[config.mk]
export PLATFORM = sky130hd
export DESIGN_NAME = load_store_unit
export DESIGN_NICKNAME = d
export VERILOG_FILES = /design/src/rtl/load_store_unit_pkg.sv /design/src/rtl/lsu_align.sv /design/src/rtl/load_store_unit.sv
export SDC_FILE = /design/constraint.sdc
export NUM_CORES = 1
export LEC_CHECK = 0
export BUFFER_PORTS_ARGS = -buffer_cell sky130_fd_sc_hd__buf_2
export CAP_MARGIN = 30
export CORE_ASPECT_RATIO = 0.5
export CORE_MARGIN = 5
export CORE_UTILIZATION = 49
export CTS_CLUSTER_DIAMETER = 50
export DETAILED_ROUTE_END_ITERATION = 10
export GPL_ROUTABILITY_DRIVEN = 0
export MAX_ROUTING_LAYER = met4
export PLACE_DENSITY = 0.8
export SLEW_MARGIN = 10
export SYNTH_ARGS = -nofsm -noshare
export SYNTH_HDL_FRONTEND = slang
export SYNTH_SLANG_ARGS = --single-unit
[constraint.sdc]
create_clock -name clk -period 2.8 [get_ports clk]
set_input_delay 0.28 -clock clk [delete_from_list [all_inputs] [get_ports clk]]
set_output_delay 0.28 -clock clk [all_outputs]
set_load 0.01 [all_outputs]
[src/rtl/load_store_unit_pkg.sv]
// Shared definitions for the load/store unit: bus widths, access-size and FSM
// state encodings, plus small address helpers used by the top level.
package load_store_unit_pkg;

  localparam int unsigned Xlen = 32;       // data/address bus width
  localparam int unsigned BeW  = Xlen / 8; // byte-enable width
  localparam int unsigned TmoW = 16;       // timeout counter width (up to 65535)

  // Access size as carried on req_size; 2'b11 behaves as a word.
  typedef enum logic [1:0] {
    SzByte    = 2'b00,
    SzHalf    = 2'b01,
    SzWord    = 2'b10,
    SzWordAlt = 2'b11
  } size_e;

  typedef enum logic [1:0] {
    StIdle = 2'b00,
    StReq  = 2'b01,
    StWait = 2'b10,
    StResp = 2'b11
  } state_e;

  // Clear low address bits down to the natural alignment of the access.
  function automatic logic [Xlen-1:0] natural_align(input logic [Xlen-1:0] addr,
                                                    input logic [1:0]      size);
    logic [Xlen-1:0] a;
    a = addr;
    unique case (size_e'(size))
      SzByte:  a = addr;
      SzHalf:  a[0] = 1'b0;
      default: a[1:0] = 2'b00;
    endcase
    return a;
  endfunction

  // True when the byte offset is not a multiple of the access size.
  function automatic logic is_misaligned(input logic [1:0] offset, input logic [1:0] size);
    logic mis;
    unique case (size_e'(size))
      SzByte:  mis = 1'b0;
      SzHalf:  mis = offset[0];
      default: mis = |offset;
    endcase
    return mis;
  endfunction

endpackage

[src/rtl/lsu_align.sv]
// Combinational data alignment for the load/store unit.
//   size/offset/is_unsigned : access size, byte offset in word, zero-extend flag
//   wdata -> wdata_rep      : store data replicated across the bus lanes
//   be                      : byte enables for the access
//   rdata -> load_data      : load lane selected by offset, then sign/zero extended
module lsu_align
  import load_store_unit_pkg::*;
(
  input  logic [1:0]      size,
  input  logic [1:0]      offset,
  input  logic            is_unsigned,
  input  logic [Xlen-1:0] wdata,
  input  logic [Xlen-1:0] rdata,
  output logic [BeW-1:0]  be,
  output logic [Xlen-1:0] wdata_rep,
  output logic [Xlen-1:0] load_data
);

  logic [7:0]  byte_sel;
  logic [15:0] half_sel;

  always_comb begin
    unique case (offset)
      2'd0: byte_sel = rdata[7:0];
      2'd1: byte_sel = rdata[15:8];
      2'd2: byte_sel = rdata[23:16];
      default: byte_sel = rdata[31:24];
    endcase
    half_sel = offset[1] ? rdata[31:16] : rdata[15:0];
  end

  always_comb begin
    be        = '1;
    wdata_rep = wdata;
    load_data = rdata;
    unique case (size_e'(size))
      SzByte: begin
        be        = 4'b0001 << offset;
        wdata_rep = {4{wdata[7:0]}};
        load_data = {{24{~is_unsigned & byte_sel[7]}}, byte_sel};
      end
      SzHalf: begin
        be        = 4'b0011 << offset;
        wdata_rep = {2{wdata[15:0]}};
        load_data = {{16{~is_unsigned & half_sel[15]}}, half_sel};
      end
      default: begin
        be        = '1;
        wdata_rep = wdata;
        load_data = rdata;
      end
    endcase
  end

endmodule

[src/rtl/load_store_unit.sv]
// Load/store unit: accepts one memory request from execute, runs it on a
// req/gnt + rvalid memory bus and returns a single writeback pulse.
//   clk, rst (sync, active-high)
//   req_*  : execute-stage request, handshake req_valid/req_ready
//   mem_*  : memory bus (word-aligned address, byte enables)
//   wb_*   : writeback result; bus_err / misalign qualify wb_valid
// Build option: LSU_MISALIGN_EXC_EN turns misaligned half/word accesses into a
// misalign completion with no bus request; otherwise addresses are force-aligned.
module load_store_unit
  import load_store_unit_pkg::*;
#(
  parameter int unsigned TIMEOUT_CYCLES = 255
) (
  input  logic            clk,
  input  logic            rst,
  // execute stage
  input  logic            req_valid,
  output logic            req_ready,
  input  logic [Xlen-1:0] req_addr,
  input  logic [Xlen-1:0] req_wdata,
  input  logic            req_we,
  input  logic [1:0]      req_size,
  input  logic            req_unsigned,
  input  logic [4:0]      req_rd,
  // memory bus
  output logic            mem_req,
  input  logic            mem_gnt,
  output logic [Xlen-1:0] mem_addr,
  output logic            mem_we,
  output logic [BeW-1:0]  mem_be,
  output logic [Xlen-1:0] mem_wdata,
  input  logic            mem_rvalid,
  input  logic [Xlen-1:0] mem_rdata,
  // writeback
  output logic            wb_valid,
  output logic            wb_en,
  output logic [4:0]      wb_rd,
  output logic [Xlen-1:0] wb_data,
  output logic            bus_err,
  output logic            misalign
);

  localparam logic [TmoW-1:0] TmoLast = TmoW'(TIMEOUT_CYCLES - 1);

  state_e          state_q;
  logic [TmoW-1:0] tmo_cnt_q;
  logic            we_q;
  logic            unsigned_q;
  logic [1:0]      size_q;
  logic [1:0]      off_q;
  logic [4:0]      rd_q;

  logic [Xlen-1:0] eff_addr;
  logic            misaligned_req;
  logic            in_idle;
  logic            tmo_hit;
  logic [1:0]      a_size;
  logic [1:0]      a_off;
  logic [BeW-1:0]  a_be;
  logic [Xlen-1:0] a_wdata;
  logic [Xlen-1:0] a_load;

  assign eff_addr = natural_align(req_addr, req_size);

`ifdef LSU_MISALIGN_EXC_EN
  assign misaligned_req = is_misaligned(req_addr[1:0], req_size);
`else
  assign misaligned_req = 1'b0;
`endif

  assign in_idle   = (state_q == StIdle);
  assign req_ready = in_idle;
  assign tmo_hit   = (tmo_cnt_q == TmoLast);
  assign wb_rd     = rd_q;

  // The aligner serves the incoming request while idle (byte enables and store
  // data are registered at accept) and the latched request afterwards (load extract).
  assign a_size = in_idle ? req_size : size_q;
  assign a_off  = in_idle ? eff_addr[1:0] : off_q;

  lsu_align u_align (
    .size        (a_size),
    .offset      (a_off),
    .is_unsigned (unsigned_q),
    .wdata       (req_wdata),
    .rdata       (mem_rdata),
    .be          (a_be),
    .wdata_rep   (a_wdata),
    .load_data   (a_load)
  );

  always_ff @(posedge clk) begin
    if (rst) begin
      state_q    <= StIdle;
      tmo_cnt_q  <= '0;
      we_q       <= 1'b0;
      unsigned_q <= 1'b0;
      size_q     <= 2'b00;
      off_q      <= 2'b00;
      rd_q       <= '0;
      mem_req    <= 1'b0;
      mem_addr   <= '0;
      mem_we     <= 1'b0;
      mem_be     <= '0;
      mem_wdata  <= '0;
      wb_valid   <= 1'b0;
      wb_en      <= 1'b0;
      wb_data    <= '0;
      bus_err    <= 1'b0;
      misalign   <= 1'b0;
    end else begin
      unique case (state_q)
        StIdle: begin
          if (req_valid) begin
            we_q       <= req_we;
            unsigned_q <= req_unsigned;
            size_q     <= req_size;
            off_q      <= eff_addr[1:0];
            rd_q       <= req_rd;
            tmo_cnt_q  <= '0;
            if (misaligned_req) begin
              state_q  <= StResp;
              wb_valid <= 1'b1;
              wb_en    <= 1'b0;
              wb_data  <= '0;
              misalign <= 1'b1;
            end else begin
              state_q   <= StReq;
              mem_req   <= 1'b1;
              mem_addr  <= {eff_addr[Xlen-1:2], 2'b00};
              mem_we    <= req_we;
              mem_be    <= a_be;
              mem_wdata <= a_wdata;
            end
          end
        end

        StReq: begin
          // A grant on the final allowed cycle still times out: the response
          // could not arrive within the budget anyway.
          if (tmo_hit) begin
            state_q  <= StResp;
            mem_req  <= 1'b0;
            wb_valid <= 1'b1;
            wb_en    <= 1'b0;
            wb_data  <= '0;
            bus_err  <= 1'b1;
          end else begin
            tmo_cnt_q <= tmo_cnt_q + 1'b1;
            if (mem_gnt) begin
              state_q <= StWait;
              mem_req <= 1'b0;
            end
          end
        end

        StWait: begin
          if (mem_rvalid) begin
            state_q  <= StResp;
            wb_valid <= 1'b1;
            wb_en    <= ~we_q;
            wb_data  <= we_q ? '0 : a_load;
          end else if (tmo_hit) begin
            state_q  <= StResp;
            wb_valid <= 1'b1;
            wb_en    <= 1'b0;
            wb_data  <= '0;
            bus_err  <= 1'b1;
          end else begin
            tmo_cnt_q <= tmo_cnt_q + 1'b1;
          end
        end

        StResp: begin
          state_q  <= StIdle;
          wb_valid <= 1'b0;
          wb_en    <= 1'b0;
          wb_data  <= '0;
          bus_err  <= 1'b0;
          misalign <= 1'b0;
        end

        default: state_q <= StIdle;
      endcase
    end
  end

endmodule

== Word level (Yosys, flattened, before mapping) ==
Index checks and enable logic that the tools add are counted.
Operators by class
  add/sub/neg operators: 1
  $mul: 0
  divide/modulo/power cells: 0
  magnitude comparators: 0
  equal/unequal tests: 12
  shifts and indexed selects: 2
  multiplexer cells: 36
  bitwise logic cells: 4
  reductions and logical operators: 13
Operators by type and width (count)
  case mux 32 bit (2 select lines): 2
  two-way mux 32 bit: 3
  case mux 32 bit (3 select lines): 1
  two-way mux 16 bit: 4
  case mux 16 bit (3 select lines): 1
  case mux 8 bit (3 select lines): 1
  adder 16 x 1 -> 16 bit, second input constant: 1
  == test 16 x 8 -> 1 bit, second input constant: 1
  two-way mux 2 bit: 7
  two-way mux 1 bit: 11
  case mux 1 bit (3 select lines): 3
  AND reduction 3 bit: 3
  == test 2 x 1 -> 1 bit, second input constant: 4
  zero test 2 bit: 4
  case mux 2 bit (4 select lines): 1
  case mux 4 bit (2 select lines): 1
  == test 2 bit, second input constant: 3
  != test 3 bit, second input constant: 2
  nonzero test 3 bit: 2
  != test 2 bit, second input constant: 2
  AND reduction 2 bit: 2
  left shift 1 x 2 -> 4 bit, first input constant: 1
  left shift 2 x 2 -> 4 bit, first input constant: 1
  AND 1 bit: 2
  other kinds (4): 5
Storage, ports and cells
  flip-flop bits (word level): 131
  bits in latches: 0
  memory bits (writable): 0
  memory bits (read-only): 0
  input bits: 110
  output and inout bits: 112
  logic and storage cells: 83
  memories: 0

== Logic depth before layout (Yosys ltp) ==
Gate-level depths: netlist of the first run.
  depth after elaboration: 11
  depth in mapped cells: 10
  depth with buffers taken out: 7

== Hierarchy ==
From an unflattened synthesis of the first run, not the netlist that was laid out.
Unflattened totals
  cells, all modules: 757
  area total of the unflattened synthesis: 6253.5 sq um
Modules (own cells, without submodules)
  load_store_unit: instances 1, cells an instance 578, area an instance 5101.1 sq um
  lsu_align: instances 1, cells an instance 179, area an instance 1152.4 sq um

== Least setup slack after synthesis of the first run ==
No wires, ideal clock.
  path kind: reg-to-reg
  start point: register state_q[0]
  end point: register tmo_cnt_q[10]
  setup time: 0.070 ns
  arrival: 2.356 ns
  data required time: 2.730 ns
  setup slack: 0.375 ns
  cell stages (with the launch flop): 10
  path buffers: 2
  clock period less this slack: 2.425 ns
  path through: dfxtp_1 > inv_1 > ha_1 > nor2b_1 > or3_1 > buf_2 > or4b_1 > buf_2 > or3_1 > a21oi_1
On the way
  cells in the longest elaborated chain, start to end: 3
  elaborated cells on any way between the ends: 8
  those cells by class: 4 x eq/ne; 1 x mux; 3 x reduce/logical
RTL lines
  start: declaration: line load_store_unit.sv:45  | state_e state_q;
  start signal: assignment: line load_store_unit.sv:94  | state_q <= StIdle;
  start signal: assignment: line load_store_unit.sv:122  | state_q <= StResp;
  start signal: assignment: line load_store_unit.sv:128  | state_q <= StReq;
  zero test 2 bit *
  net req_ready: line load_store_unit.sv:18  | output logic req_ready,
  != test 2 bit (no line) or nonzero test 3 bit (tied branches)
  AND reduction 3 bit (no line)
  end signal: assignment: line load_store_unit.sv:149  | tmo_cnt_q <= tmo_cnt_q + 1'b1;
  end signal: assignment: line load_store_unit.sv:170  | tmo_cnt_q <= tmo_cnt_q + 1'b1;
  end: declaration: line load_store_unit.sv:46  | logic [TmoW-1:0] tmo_cnt_q;
Mark *: on every way through the listed nets, which the timed path passes. The rest lies on a longest branch.
A chain may end at the register's enable or synchronous reset.

== Worst setup path after layout of the first run ==
  start point: register state_q[0]
  end point: register tmo_cnt_q[10]
On the way
  cells in the longest elaborated chain, start to end: 3
  elaborated cells on any way between the ends: 8
  those cells by class: 4 x eq/ne; 1 x mux; 3 x reduce/logical
RTL lines
  == test 2 bit, or another cell as far along: line load_store_unit.sv:112  | unique case (state_q)
  != test 2 bit (no line) or nonzero test 3 bit (tied branches)
  AND reduction 3 bit (no line)
Several ways; a longest one is shown, not always the timed one.

==> out/qor.yml, run 1 <==
synthToLayoutAreaGrowth_pct: 31.9
leakage_nw: 3.49
finalSetupTns_ps: 0
whs_ps: 94.5
rsz0062_at_grt: "no"
mostFrequentLayoutCells: "buf_2 (218), nand2_1 (185), dfxtp_1 (131)"
cp-startpoint: "state_q[0]$_SDFFE_PP0P_"
grt_pass1_wl_microns: 29400
io_pins: 222
syn_area_sq_mm: 0.00594
setup_slack_ps: 184
worstHoldStart: "req_addr[12]"
diodes: 0
regToRegSetupSlack_ps: 180
syn_area_per_cell_sq_um: 7.91
vias: 6397
fin_nets: 1079
path_cells: "inv_1 > ha_1 > nor2b_1 > or3_1 > or4b_1 > or3_1 > a21oi_1"
drc: 0
cts_num_sinks: 131
dieArea_sq_mm: 0.0146
fmax_mhz: 382
dr.pass1.iters: 5
r2r_start: "state_q[0]$_SDFFE_PP0P_"
maxCapViolCount: 0
synthArstFlopShare_pct: 0
clk_latency_ps: 420
critPathArrivalTime_ps: 2960
final_common_cell: "buf_2"
grt_max_degree: 53
critPathMostFrequentCell: "or3_1"
initialDrtViolationCount: 486
wl_per_cell_microns: 16.2
grt_remaining_overflow: 0
cts_tree: "built"
final_hold_viol_count: 0
power_mw: 7.31
clk_pin_slew_worst_paths_ps: 60
routed_wl_microns: 18400
yosysSeqAreaShare_pct: 44.2
cts_hold_buf: 0
die_width_microns: 166
maxSlewViolCount: 0
clockRootBuffer: "clkbuf_16"
cts_resized: 0
cts-buffers-inserted: 17
hold_path_class: "in2reg"
grt_pass1_vias: 6030
place_hpwl_microns: 13400
slew_headroom_pct: 36.3
setup_viol: 0
finalNonFillerCells: 1140
cts.htree.levels: 4
crit_buf_inv: 1
fin_crit_sh_pct: 93.4
endpoint_kind: "flip-flop"
final.setup_skew_ps: 11.9
vias_per_cell: 5.61
drive_above_1_share_pct: 30.2
slowest_stage: "or4b_1"
start_kind: "flip-flop"
antenna_found_initial: 0
dp.cells: 1108
num_rows: 28
ys_ff_latch: 131
critPathKind: "reg2reg"
start_util_pct: 50.2
cts_buffer_depth: 2
synth_cells: 751
yosysUniqueCellTypes: 57
io_buffers: 218
power-per-cell-area_mw_per_mm2: 933
critPathRequiredTime_ps: 3140
grtUsageTotal_pct: 25.3
chipHeight_microns: 87.9
antenna_left: 0
period_minus_slack_ps: 2620
cpPeakStageDelay_ps: 650
pre_cts_slack_ps: 144
synth-main-ff-cell: "dfxtp_1"
tightest_slew_ps: 956
irDropWorstVdd_mv: 0.499
synth_edf_count: 0
postCtsSetupBuffers: 0
status: "finished clean"
ys_warn_count: 0
fp.coreArea_sq_mm: 0.0118
crit_family: "simple AND/OR/NAND/NOR gates"
worstPathMaxFanout: 7
## power breakdown
part / switching, mW / internal (mW) / total [mW] / leakage [nW]
Clock: 0.868 / 1.25 / 2.12 / 0.261
Combinational: 1.78 / 1.04 / 2.81 / 2.16
Sequential: 0.180 / 2.20 / 2.38 / 1.07
## final timing paths
| kind | to | cells past startpoint |
|---|---|---|
| worst max-delay path | tmo_cnt_q[10]$_SDFFE_PP0P_ | 7 |
| worst min-delay path | mem_addr[12]$_SDFFE_PP0P_ | 3 |
| worst max register to register | tmo_cnt_q[10]$_SDFFE_PP0P_ | 7 |
| worst min register to register | wb_data[9]$_SDFFE_PP0P_ | 2 |
## through the flow
step	utilization, %	area [sq um]
2_1_floorplan	-	5950
3_3_place_gp	61.3	7260
3_5_place_dp	61.3	7260
4_1_cts	66.1	7830
5_1_grt	66.2	7840
6_report	66.2	7840
## cell type report
type,instances,area [sq um]
Fill cell,1045,4010
Multi-Input combinational cell,553,3070
Sequential cell,131,2620
Timing Repair Buffer,248,1330
Clock buffer,18,439
Tap cell,165,206
Clock inverter,14,129
Inverter,11,41.3
## worst register-to-register path: cells and delay by family, from the launching register on
family,cells,cell delay [ps]
compound gates,1,150
fa+ha+maj,1,330
buf+inv,1,120
flops,1,380
simple gates,4,1570
## cell families (layout without fill, tap and decap cells)
kind of cell / Yosys count / after routing / share of synthesized area [%]
buffers and inverters: 69 / 291 / 4.72
other: 1 / 3 / 0.0631
XOR/XNOR: 7 / 7 / 1.03
AO/OA/AOI/OAI: 203 / 203 / 23.0
AND/OR/NAND/NOR: 321 / 321 / 23.5
flip-flops: 131 / 131 / 44.2
adder cells (fa/ha/maj): 7 / 7 / 1.47
multiplexers: 12 / 12 / 2.04
## flip-flops by register name (all words and copies together), names as in the netlist
register / flops
bus_err: 1
mem_addr: 30
mem_be: 4
mem_req: 1
mem_wdata: 32
off_q: 2
size_q: 2
state_q: 2
tmo_cnt_q: 16
unsigned_q: 1
wb_data: 32
wb_en: 1
wb_rd: 5
wb_valid: 1
we_q: 1
## metal layers
metal	GRT usage [%]	wire [microns]	share of wire, %
met1	30.8	7730	42
met2	41.7	8730	47
met3	6.22	1520	8.3
met4	9.13	433	2.4
met5	-	0	0
## Yosys cell counts, types with 2 or more instances
| cell type | number | share of area, % |
|---|---|---|
| a211o_1 | 2 | 0.29 |
| a211oi_1 | 11 | 1.4 |
| a21o_1 | 2 | 0.25 |
| a21oi_1 | 81 | 6.8 |
| a221o_1 | 17 | 2.9 |
| a311oi_1 | 18 | 2.7 |
| a32o_1 | 7 | 1.2 |
| and3_1 | 3 | 0.32 |
| and4_1 | 2 | 0.29 |
| buf_1 | 3 | 0.19 |
| buf_2 | 7 | 0.59 |
| buf_4 | 3 | 0.38 |
| clkbuf_1 | 44 | 2.8 |
| dfxtp_1 | 131 | 44 |
| ha_1 | 7 | 1.5 |
| inv_1 | 11 | 0.70 |
| mux2i_1 | 11 | 1.9 |
| nand2_1 | 186 | 12 |
| nand3_1 | 23 | 1.9 |
| nand3b_1 | 4 | 0.51 |
| nand4_1 | 14 | 1.5 |
| nor2_1 | 56 | 3.5 |
| nor2b_1 | 4 | 0.42 |
| nor3_1 | 10 | 0.84 |
| nor4_1 | 2 | 0.21 |
| nor4bb_1 | 2 | 0.34 |
| o211ai_1 | 11 | 1.4 |
| o21a_1 | 2 | 0.25 |
| o21ai_0 | 31 | 2.6 |
| o221a_2 | 7 | 1.3 |
| o31ai_1 | 2 | 0.25 |
| or3_1 | 7 | 0.74 |
| xor2_1 | 6 | 0.88 |
No activity file was read; power rests on OpenSTA's default activity.
==> inputs of run 2 (changes only) <==
==> constraint.sdc (replaced) <==
create_clock -name clk -period 2.8 [get_ports clk]
set_input_delay 0.56 -clock clk [delete_from_list [all_inputs] [get_ports clk]]
set_output_delay 0.56 -clock clk [all_outputs]
set_load 0.01 [all_outputs]
==> out/qor.yml, run 2 (synthesized netlist as in run 1, its figures left out) <==
dp.cells: 1107
placedInstanceArea_sq_mm: 0.00725
drive_above_1_share_pct: 30.0
cts.htree.levels: 4
clkPwrFrac_pct: 30.8
cts_hold_buf: 0
initialDrtViolationCount: 514
chipHeight_microns: 87.9
pre_cts_slack_ps: 93.2
n_fill_cell: 1012
finalSetupTns_ps: 0
cts-buffers-inserted: 17
start_util_pct: 50.2
worstPathMaxFanout: 16
irDropWorstVdd_mv: 0.475
clockRootBuffer: "clkbuf_16"
slowest_stage: "a31oi_4"
tightest_slew_ps: 570
critPathKind: "reg2reg"
reg_top3: "mem_wdata x32, wb_data x32, mem_addr x30"
period_minus_slack_ps: 2580
grt_remaining_overflow: 0
setup_viol: 0
hold_path_class: "in2reg"
clk_pin_slew_worst_paths_ps: 60
setup_slack_ps: 225
grt_pass1_wl_microns: 29300
r2r_start: "state_q[0]$_SDFFE_PP0P_"
maxSlewViolCount: 0
combPwrFrac_pct: 37.4
p_sw_mw: 2.79
crit_buf_inv: 2
final.setup_skew_ps: 10.8
die_width_microns: 166
num_rows: 28
seqPwrFrac_pct: 31.8
reg2reg_to: "wb_data[22]$_SDFFE_PP0P_"
dr_wl_met3_microns: 1500
wl_met1_microns: 7650
worstHoldStart: "req_addr[10]"
antenna_left: 0
dieArea_sq_mm: 0.0146
slew_headroom_pct: 61.9
path_cells: "inv_1 > ha_1 > buf_4 > nor2b_1 > o21ai_0 > a211o_1 > a31oi_4 > a221o_1"
dr.pass1.iters: 7
cts_num_sinks: 131
cpPeakStageDelay_ps: 450
stdcell_area_sq_mm: 0.00788
fp.coreArea_sq_mm: 0.0118
mostFrequentLayoutCells: "buf_2 (218), nand2_1 (185), dfxtp_1 (131)"
postLayoutCoreUtil_pct: 66.5
leakage_nw: 3.52
rsz0062_at_grt: "no"
grt_max_degree: 63
crit_family: "compound AO/OA/AOI/OAI gates"
io_buffers: 218
diodes: 0
critPathRequiredTime_ps: 3150
final_hold_viol_count: 0
cts_buffer_depth: 2
io_pins: 222
synthToLayoutAreaGrowth_pct: 32.7
start_kind: "flip-flop"
swShare_pct: 37.2
fmax_mhz: 388
regToRegSetupSlack_ps: 220
clk_latency_ps: 410
min_to: "mem_addr[10]$_SDFFE_PP0P_"
maxCapViolCount: 0
top_layer: "met4"
status: "finished clean"
wl_per_cell_microns: 16.1
internal_power_mw: 4.71
power-per-cell-area_mw_per_mm2: 952
worst-r2r-cell-count: 8
routed_wl_microns: 18400
wl_met2_microns: 8840
place_hpwl_microns: 13300
fin_nets: 1078
final_common_cell: "buf_2"
cts_tree: "built"
holdPathStages: 3
antenna_found_initial: 0
endpoint_kind: "flip-flop"
grtUsageTotal_pct: 25.2
finalNonFillerCells: 1139
vias: 6346
vias_per_cell: 5.57
fin_crit_sh_pct: 92.0
grt_pass1_vias: 5897
critPathArrivalTime_ps: 2930
drc: 0
run 2: cell types whose count changed in the layout (fill, tap and decap cells not counted):
| cell | previous run | this run |
|---|---|---|
| inv_6 | 3 | 2 |
| clkbuf_1 | 0 | 1 |
| buf_4 | 29 | 28 |
| bufinv_16 | 1 | 3 |
| clkinv_4 | 2 | 1 |
| clkinvlp_4 | 6 | 3 |
| clkbuf_8 | 1 | 3 |
run 2: power by group through the flow:
| stage | sequential [mW] | clock, mW | combinational, mW |
|---|---|---|---|
| after floorplan | 2.55 | 0 | 1.65 |
| after global placement | 2.41 | 0 | 2.70 |
| after detailed placement | 2.42 | 0 | 2.76 |
| after CTS | 2.38 | 2.35 | 2.79 |
| after global routing | 2.43 | 2.43 | 3.09 |
| final | 2.39 | 2.31 | 2.80 |
run 2: metrics by stage:
step | hold slack (ps) | power (mW)
global placement | 430 | 5.10
finish | 381 | 7.50
CTS | 371 | 7.52
global route | 378 | 7.95
detailed placement | 441 | 5.18
floorplan | 427 | 4.19
run 2: how the worst max path moves through the flow:
stage | from | end | slack, ps | cells after the start
after floorplan | state_q[0]$_SDFFE_PP0P_ | tmo_cnt_q[10]$_SDFFE_PP0P_ | 370 | 9
after global placement | state_q[0]$_SDFFE_PP0P_ | wb_data[17]$_SDFFE_PP0P_ | 290 | 8
after detailed placement | state_q[1]$_SDFFE_PP0P_ | wb_data[16]$_SDFFE_PP0P_ | 90 | 8
after CTS | state_q[1]$_SDFFE_PP0P_ | wb_data[22]$_SDFFE_PP0P_ | 60 | 8
after global routing | state_q[1]$_SDFFE_PP0P_ | tmo_cnt_q[12]$_SDFFE_PP0P_ | 30 | 7
final | state_q[0]$_SDFFE_PP0P_ | wb_data[22]$_SDFFE_PP0P_ | 220 | 8
run 2: timing repair:
action | CTS | global route
buffers inserted | 0 | 0
endpoints found under the setup margin | 0 | 16
gates resized for setup | 0 | 1
run 2: final cells by class:
cell class              count  area (sq um)  share of cell area (%)
clock buffers              21           470                    5.97
repair buffers            247          1320                    16.8
well taps                 165           206                    2.62
inverters                  11          41.3                   0.524
clock inverters            11           149                    1.89
multi-input cells         553          3070                    38.9
flip-flops and latches    131          2620                    33.3
run 2: worst register-to-register path, cell delays in order, from the launching register on:
cell	delay [ps]
dfxtp_1	360
inv_1	110
ha_1	340
buf_4	220
nor2b_1	340
o21ai_0	190
a211o_1	330
a31oi_4	450
a221o_1	190
run 2: layer usage:
metal | GRT usage (%) | vias up
met5 | - | -
met4 | 10.6 | 0
met3 | 5.77 | 39
met2 | 40.2 | 282
met1 | 31.2 | 2935
li1 | - | 3090
